### src/rtl/div_ctrl.sv
// div_ctrl: issue/sequencing stage in front of the div32 multi-cycle divider.
// Accepts RV32M DIV/DIVU/REM/REMU ops and resolves divide-by-zero and signed
// overflow locally. All other ops are sent to div32, and the selected result
// is returned with its rd tag.
// Optional feature: define DIV_CTRL_REUSE_EN to keep the last div32 result.
// A repeat op with the same operands is then answered without restarting div32.
module div_ctrl #(
    parameter int unsigned XLEN  = 32,
    parameter int unsigned TAG_W = 5
) (
    input  logic             clk,
    input  logic             rst_n,
    input  logic             req_valid,
    output logic             req_ready,
    input  logic [2:0]       req_funct3,
    input  logic [XLEN-1:0]  req_rs1,
    input  logic [XLEN-1:0]  req_rs2,
    input  logic [TAG_W-1:0] req_tag,
    input  logic             flush,
    output logic             rsp_valid,
    input  logic             rsp_ready,
    output logic [XLEN-1:0]  rsp_data,
    output logic [TAG_W-1:0] rsp_tag,
    output logic             busy,
    output logic             div_start,
    output logic             div_is_signed,
    output logic [XLEN-1:0]  div_dividend,
    output logic [XLEN-1:0]  div_divisor,
    input  logic [XLEN-1:0]  div_quotient,
    input  logic [XLEN-1:0]  div_remainder,
    input  logic             div_done
);

    localparam logic [XLEN-1:0] ALL_ONES = '1;
    localparam logic [XLEN-1:0] MIN_NEG  = {1'b1, {(XLEN-1){1'b0}}};

    typedef enum logic [2:0] {IDLE, ISSUE, WAIT, RESP, DRAIN} state_t;

    state_t          state;
    logic            rem_sel;
    logic            req_signed;
    logic            req_rem;
    logic            fire;
    logic            done_ok;
    logic            fast_hit;
    logic [XLEN-1:0] fast_data;

    assign req_ready  = (state == IDLE);
    assign busy       = (state != IDLE);
    assign fire       = req_valid && req_ready && !flush;
    // Only 100/110 are signed and only 110/111 select the remainder.
    // Every other code behaves as DIVU.
    assign req_signed = req_funct3[2] & ~req_funct3[0];
    assign req_rem    = req_funct3[2] & req_funct3[1];
    // A done level seen while our start pulse is still out belongs to an older op.
    assign done_ok    = div_done && !div_start;

`ifdef DIV_CTRL_REUSE_EN
    logic            c_valid;
    logic            c_signed;
    logic [XLEN-1:0] c_rs1;
    logic [XLEN-1:0] c_rs2;
    logic [XLEN-1:0] c_quo;
    logic [XLEN-1:0] c_rem;

    // Result cache: filled by a delivered div32 capture, dropped when a capture is discarded.
    always_ff @(posedge clk or negedge rst_n) begin
        if (!rst_n) begin
            c_valid  <= 1'b0;
            c_signed <= 1'b0;
            c_rs1    <= '0;
            c_rs2    <= '0;
            c_quo    <= '0;
            c_rem    <= '0;
        end else if (state == WAIT && !flush && done_ok) begin
            c_valid  <= 1'b1;
            c_signed <= div_is_signed;
            c_rs1    <= div_dividend;
            c_rs2    <= div_divisor;
            c_quo    <= div_quotient;
            c_rem    <= div_remainder;
        end else if (state == DRAIN && (flush || done_ok)) begin
            c_valid  <= 1'b0;
        end
    end
`endif

    // Decide at accept time whether the result is known without div32.
    always_comb begin
        fast_hit  = 1'b0;
        fast_data = '0;
        if (req_rs2 == '0) begin
            fast_hit  = 1'b1;
            fast_data = req_rem ? req_rs1 : ALL_ONES;
        end else if (req_signed && req_rs1 == MIN_NEG && req_rs2 == ALL_ONES) begin
            fast_hit  = 1'b1;
            fast_data = req_rem ? '0 : MIN_NEG;
        end
`ifdef DIV_CTRL_REUSE_EN
        else if (c_valid && req_rs1 == c_rs1 && req_rs2 == c_rs2 && req_signed == c_signed) begin
            fast_hit  = 1'b1;
            fast_data = req_rem ? c_rem : c_quo;
        end
`endif
    end

    // Sequencing FSM with registered outputs. Flush takes priority in every state.
    always_ff @(posedge clk or negedge rst_n) begin
        if (!rst_n) begin
            state         <= IDLE;
            rem_sel       <= 1'b0;
            rsp_valid     <= 1'b0;
            rsp_data      <= '0;
            rsp_tag       <= '0;
            div_start     <= 1'b0;
            div_is_signed <= 1'b0;
            div_dividend  <= '0;
            div_divisor   <= '0;
        end else begin
            div_start <= 1'b0;
            unique case (state)
                IDLE: begin
                    if (fire) begin
                        rsp_tag <= req_tag;
                        rem_sel <= req_rem;
                        if (fast_hit) begin
                            rsp_data  <= fast_data;
                            rsp_valid <= 1'b1;
                            state     <= RESP;
                        end else begin
                            div_dividend  <= req_rs1;
                            div_divisor   <= req_rs2;
                            div_is_signed <= req_signed;
                            state         <= ISSUE;
                        end
                    end
                end
                ISSUE: begin
                    if (flush) begin
                        state <= IDLE;
                    end else begin
                        div_start <= 1'b1;
                        state     <= WAIT;
                    end
                end
                WAIT: begin
                    if (flush) begin
                        state <= DRAIN;
                    end else if (done_ok) begin
                        rsp_data  <= rem_sel ? div_remainder : div_quotient;
                        rsp_valid <= 1'b1;
                        state     <= RESP;
                    end
                end
                RESP: begin
                    if (flush || rsp_ready) begin
                        rsp_valid <= 1'b0;
                        state     <= IDLE;
                    end
                end
                DRAIN: begin
                    if (done_ok) begin
                        state <= IDLE;
                    end
                end
                default: state <= IDLE;
            endcase
        end
    end

endmodule

### config.mk
export PLATFORM = sky130hd
export DESIGN_NAME = div_ctrl
export DESIGN_NICKNAME = d
export VERILOG_FILES = /design/src/rtl/div_ctrl.sv
export SDC_FILE = /design/constraint.sdc
export NUM_CORES = 1
export LEC_CHECK = 0
export BUFFER_PORTS_ARGS = -buffer_cell sky130_fd_sc_hd__buf_2
export CAP_MARGIN = 10
export CORE_UTILIZATION = 35
export CTS_CLUSTER_DIAMETER = 150
export DETAILED_ROUTE_END_ITERATION = 8
export SYNTH_ARGS = -nofsm -noshare
export SYNTH_HDL_FRONTEND = slang
export SYNTH_SLANG_ARGS = --single-unit
### constraint.sdc
create_clock -name clk -period 2.84 [get_ports clk]
set_clock_uncertainty 0.2 [all_clocks]
set_input_delay 0 -clock clk [delete_from_list [all_inputs] [get_ports clk]]
set_output_delay 0 -clock clk [all_outputs]
set_load 0.005 [all_outputs]
==> summary.txt, run 1 <==
Floorplan
  – I/O pin cnt: 248
  – Die area: 15400 um^2
  – Die Ht: 124 um
  – Initial Util: 36.0%
  – Core Area: 14500 um^2
  – Die X: 124 um
  – Cell Rows: 44

Yosys
  – FF+latch count, synth: 108
  – Synth top area share: 51.7%
  – Sequential share of the synthesized area: 51.7%
  – Most numerous cell in the Yosys netlist: dfrtp_1
  – Gate Count Post-Synth: 427
  – Syn_nets: 569
  – Asr flop ratio synth: 100%
  – Primary FF master, synth: dfrtp_1
  – Commonest cells post-synth: dfrtp_1 (108), mux2_2 (67), o21ai_0 (35)
  – Post-synth EDFFs: 0
  – Yosys cell types: 42
  – Mapped Area: 5230 um^2
  – Cell taking the most area after synthesis: dfrtp_1
  – Syn_area_per_cell: 12.2 um^2
  – Synth top area cells: dfrtp_1 (52%), mux2_2 (14%), mux2_1 (6.2%)
  – Ys Warns: 0

Cells and area
  – Share of cells above drive strength 1: 43.6%
  – Multi-input logic area: 2350 um^2
  – # fillers: 1242
  – Area grow syn2layout: 59.0%
  – Fin nets: 946
  – Fin util: 57.2%
  – Register area: 2700 um^2
  – Antenna cell count: 0

CTS
  – CTS Buf Count: 9
  – Clock sink count: 108
  – CTS max path bufs: 2
  – CTS clk-pin slew, worst paths: 0.08 ns
  – TritonCTS clock tree: yes
  – Clk Latency, worst-skew pair: 0.35 ns
  – H-Tree Depth: 3
  – CTS Root Buffer Type: clkbuf_16

Worst setup path
  – Max FO, Critical Path: 32
  – Worst path arrival time: 2.68 ns
  – R2r startpoint: state[1]$_DFFE_PN0P_
  – CP Capture Type: flop
  – CP Launch Type: primary input
  – Crit path required time: 2.87 ns
  – Crit Path Category: primary input to flop
  – CP startpoint: req_rs1[15]

Drt
  – Residual DRC: 0
  – Initial DRC Count: 259
  – Final ANT Viol Nets: 0
  – Final WL: 17.2 mm
  – DR vias/cell: 5.08
  – Routed len/inst: 17.3 um
  – First-pass DRT Iterations: 5
  – Via count: 5044

Timing
  – Final setup fails: 0
  – Slew at the pin closest to its max-slew limit: 0.626 ns
  – Tmin final: 2.65 ns
  – RSZ-0062 raised after global routing: false
  – Setup TNS: 0 ns
  – Highest Clock Rate: 378 MHz
  – Final period utilization: 93.2%
  – Relative slew slack: 58.3%
  – Fin. Hold Viols: 0
  – Final slew viol count: 0

Place
  – Number of port buffers: 247
  – Placer Congestion: 0.807
  – Hpwl dp: 11.7 mm

GRT
  – Overflow after GRT: 0
  – GR Util All Layers: 22.7%
  – Vias in the first global route: 5317
  – First-pass GRT wire length: 27.9 mm
  – Antenna violations before repair: 0
  – Largest net degree at the start of global routing: 63

Run status
  – Status: completed

Flow run
  – Max-cap check violation count: 0

Pwr
  – PD cells: 796 nW/um^2
  – Leak pwr: 0.00395 uW
  – VDD IR-drop max: 0.412 mV

Min path
  – Worst Hold Class: primary input to async pin
## placed cells by master (no fill, tap or decap), types with 6 or more instances in the layout
cell,Yosys,final
nor4_1,15,14
nor2_1,7,6
clkbuf_16,0,9
mux2_1,29,29
o21ai_0,35,35
mux2_2,67,67
o211ai_1,32,32
buf_4,1,11
mux2i_1,32,32
buf_2,3,246
nand2_1,24,24
dlygate4sd3_1,0,138
nand4_1,9,9
dfrtp_1,108,107
## registers in the layout (all words and copies together) (netlist names)
register       count
div_is_signed      1
rsp_tag            5
div_dividend      32
div_start          1
state              3
rsp_valid          1
rem_sel            1
div_divisor       32
rsp_data          32
## per-layer routing
metal / global-route usage [%] / part of all wire [%]
met5: 0 / 0
met4: 8.50 / 2.4
met3: 4.27 / 5.8
met2: 39.2 / 50
met1: 28.0 / 42
## cells by family (layout without fill, tap and decap cells)
kind of cell / Yosys count / count (layout) / share of synthesized area [%]
multiplexers: 128 / 128 / 26.8
flip-flops: 108 / 108 / 51.7
AND/OR/NAND/NOR: 79 / 79 / 8.30
AO/OA/AOI/OAI: 78 / 78 / 9.60
buffers and inverters: 34 / 416 / 3.61
## worst max-delay path, stage by stage
cell and delay, ns:
dlygate4sd3_1 0.52, buf_2 0.13, or4_1 0.56, nor4_2 0.28, nand3_1 0.14, o21a_2 0.26
a21o_4 0.37, mux2_1 0.39
## path summary, 6_finish.rpt
path,end,slack (ns),cells past startpoint
max,rsp_data[0]$_DFFE_PN0P_,0.19,8
min,rsp_data[24]$_DFFE_PN0P_,0.03,2
max reg2reg,div_divisor[27]$_DFFE_PN0P_,0.34,6
min reg2reg,rsp_tag[2]$_DFFE_PN0P_,0.28,2
max in group asynchronous,rem_sel$_DFFE_PN0P_,1.64,3
min in group clk,rsp_data[31]$_DFFE_PN0P_,0.06,4
## report_power, final
group	internal, uW	switching (uW)	total, uW	leakage (uW)
Combinational	1580	1160	2740	0.00249
Clock	626	586	1210	0.000131
Sequential	2230	431	2670	0.00133
Total	4440	2170	6620	0.00395
## layout make-up
class | count | area share [%]
clock buffers | 10 | 2.87
clock inverters | 6 | 0.587
inverters | 3 | 0.135
multi-input cells | 285 | 28.2
flip-flops and latches | 108 | 32.5
well taps | 184 | 2.77
repair buffers | 397 | 32.9
## stage by stage
stage | cell area (um^2) | instances | hold WS, ns | setup WS [ns] | power (uW)
after global placement | 6640 | 839 | -0.151 | 0.252 | 5030
final | 8310 | 993 | 0.0250 | 0.192 | 6620
after floorplan | 5230 | 427 | -0.496 | 0.438 | 3930
after detailed placement | 6640 | 839 | -0.144 | 0.197 | 5120
after CTS | 8310 | 993 | 0.0409 | 0.0205 | 6660
after global routing | 8310 | 993 | 0.0909 | 0.00927 | 7030
## what timing repair did
action                     CTS  global route
hold buffers               138             0
hold endpoints to repair   176             0
resized for setup            0             1
setup endpoints to repair    0            96
buffers inserted             0             0
(Power assumes the default switching activity.)
==> run 2, diff against run 1 <==
Settings changed: CORE_MARGIN set to 2, CORE_UTILIZATION 35 to 40, GPL_TIMING_DRIVEN set to 0, PLACE_DENSITY set to 0.71.
==> summary.txt, run 2 (synthesized netlist as in run 1, its figures left out) <==
Pwr
  – VDD IR-drop max: 0.556 mV (was 0.412 mV)
  – Leak pwr: 0.00401 uW (was 0.00395 uW)
  – PD cells: 798 nW/um^2 (was 796 nW/um^2)

CTS
  – CTS Buf Count: 9 (unchanged)
  – CTS max path bufs: 2 (unchanged)
  – TritonCTS clock tree: yes (unchanged)
  – Clk Latency, worst-skew pair: 0.35 ns (about the same)
  – Clock sink count: 108 (unchanged)
  – CTS Root Buffer Type: clkbuf_16 (unchanged)
  – Setup bufs post-CTS: 0 (unchanged)
  – CTS clk-pin slew, worst paths: 0.07 ns (was 0.08 ns)
  – H-Tree Depth: 3 (unchanged)

Timing
  – Fin. Hold Viols: 4 (was 0)
  – Slew at the pin closest to its max-slew limit: 0.793 ns (was 0.626 ns)
  – Final period utilization: 94.2% (was 93.2%)
  – RSZ-0062 raised after global routing: false (unchanged)
  – Final slew viol count: 0 (unchanged)
  – Final setup fails: 0 (unchanged)
  – Setup TNS: 0 ns (unchanged)
  – Tmin final: 2.67 ns (was 2.65 ns)
  – Hold WS: -0.00451 ns (was 0.0250 ns)
  – Highest Clock Rate: 374 MHz (was 378 MHz)
  – Relative slew slack: 47.1% (was 58.3%)

Worst setup path
  – CP Launch Type: flop (was primary input)
  – Worst path cell trace: clkbuf_1 > or3b_1 > clkbuf_1 > or2_2 > a21o_4 > buf_6 > mux2_1 (was dlygate4sd3_1 > buf_2 > or4_1 > nor4_2 > nand3_1 > o21a_2 > a21o_4 > mux2_1)
  – Top delay family on crit path: simple AND/OR/NAND/NOR gates (unchanged)
  – Crit path required time: 2.87 ns (about the same)
  – Buf/Inv on CP: 3 (was 2)
  – Max FO, Critical Path: 10 (was 32)
  – Crit Path Category: flop to flop (was primary input to flop)
  – CP max stage cell: or3b_1 (was or4_1)
  – CP Capture Type: flop (unchanged)
  – Crit-path most repeated cell: clkbuf_1
  – Worst path arrival time: 2.70 ns (was 2.68 ns)
  – Critical path's largest stage delay: 0.42 ns (was 0.56 ns)

Cells and area
  – Fin nets: 967 (was 946)
  – Share of cells above drive strength 1: 42.6% (was 43.6%)
  – Commonest non-fill, non-tap cells in the layout: buf_2 (249), dlygate4sd3_1 (139), dfrtp_1 (108), mux2_2 (67), o21ai_0 (35) (was buf_2 (246), dlygate4sd3_1 (138), dfrtp_1 (107), mux2_2 (67), o21ai_0 (35))
  – Fin util: 66.5% (was 57.2%)
  – Largest registers: div_dividend (32), div_divisor (32), rsp_data (32) (unchanged)
  – Commonest non-fill, non-tap cell in the layout: buf_2 (unchanged)
  – Area grow syn2layout: 61.1% (was 59.0%)

Drt
  – First-pass DRT Iterations: 4 (was 5)
  – Final WL: 19.2 mm (was 17.2 mm)
  – Routed len/inst: 19.1 um (was 17.3 um)
  – Via count: 5239 (was 5044)
  – Residual DRC: 0 (unchanged)
  – Final ANT Viol Nets: 0 (unchanged)
  – DR vias/cell: 5.22 (was 5.08)
  – Initial DRC Count: 231 (was 259)

Run status
  – Failing checks: negative hold slack
  – Status: finished with violations (was completed)

Floorplan
  – Core Area: 12700 um^2 (was 14500 um^2)
  – I/O pin cnt: 248 (unchanged)
  – Initial Util: 41.3% (was 36.0%)
  – Die Ht: 118 um (was 124 um)
  – Cell Rows: 41 (was 44)
  – Die X: 118 um (was 124 um)
  – Die area: 14000 um^2 (was 15400 um^2)

GRT
  – Overflow after GRT: 0 (unchanged)
  – Antenna violations before repair: 2 (was 0)
  – Vias in the first global route: 5807 (was 5317)
  – Largest net degree at the start of global routing: 67 (was 63)
  – GR Util All Layers: 27.6% (was 22.7%)
  – First-pass GRT wire length: 30.3 mm (was 27.9 mm)

Place
  – Hpwl dp: 12.9 mm (was 11.7 mm)
  – Number of port buffers: 247 (unchanged)
  – Placer Congestion: 0.835 (was 0.807)

Flow run
  – Max-cap check violation count: 0 (unchanged)

Min path
  – Worst Hold Class: primary input to async pin (unchanged)
-- run 2: path summary, 6_finish.rpt --
path	from	to	slack, ns	cells after the start
min in group clk	div_remainder[31]	rsp_data[31]$_DFFE_PN0P_	0.03	4
worst min register to register	rsp_tag[4]$_DFFE_PN0P_	rsp_tag[4]$_DFFE_PN0P_	0.28	2
worst max register to register	state[0]$_DFFE_PN0P_	rsp_data[21]$_DFFE_PN0P_	0.17	7
max in group asynchronous	rst_n	rsp_data[7]$_DFFE_PN0P_	1.71	3
worst max-delay path	state[0]$_DFFE_PN0P_	rsp_data[21]$_DFFE_PN0P_	0.17	7
worst min-delay path	rst_n	div_divisor[5]$_DFFE_PN0P_	-0.005	2
-- run 2: stage by stage --
| stage | power, uW | instances | setup WS [ns] | area [um^2] |
|---|---|---|---|---|
| 6_report | 6720 | 1003 | 0.166 | 8430 |
| 3_3_place_gp | 5050 | 846 | 0.215 | 6680 |
| 4_1_cts | 6680 | 1001 | 0.0283 | 8400 |
| 3_5_place_dp | 5180 | 847 | 0.164 | 6710 |
| 5_1_grt | 7130 | 1003 | 0.0241 | 8430 |
| 2_1_floorplan | 3930 | 427 | 0.438 | 5230 |
-- run 2: power by group --
group	internal, uW	switching (uW)
Clock	709	581
Combinational	1520	1300
Sequential	2230	378
-- run 2: layout make-up --
class                   count  area, um^2
flip-flops and latches    108        2700
clock inverters             5        61.3
inverters                   3        11.3
fillers                   940        4250
diodes                      2        5.00
plain buffers              31         184
clock buffers              10         239
multi-input cells         285        2350
well taps                 172         215
repair buffers            387        2660
-- run 2: repair_timing --
action,4_1_cts,5_1_grt
hold buffers,139,0
setup endpoints to repair,0,44
gates resized for setup,0,6
hold endpoints to repair,214,0
-- run 2: layer usage --
metal | wire length (um) | part of all wire, % | track usage [%]
met5 | 0 | 0 | 0
met4 | 846 | 4.4 | 13.1
met3 | 1130 | 5.9 | 6.08
met1 | 7340 | 38 | 30.7
met2 | 9880 | 51 | 49.6
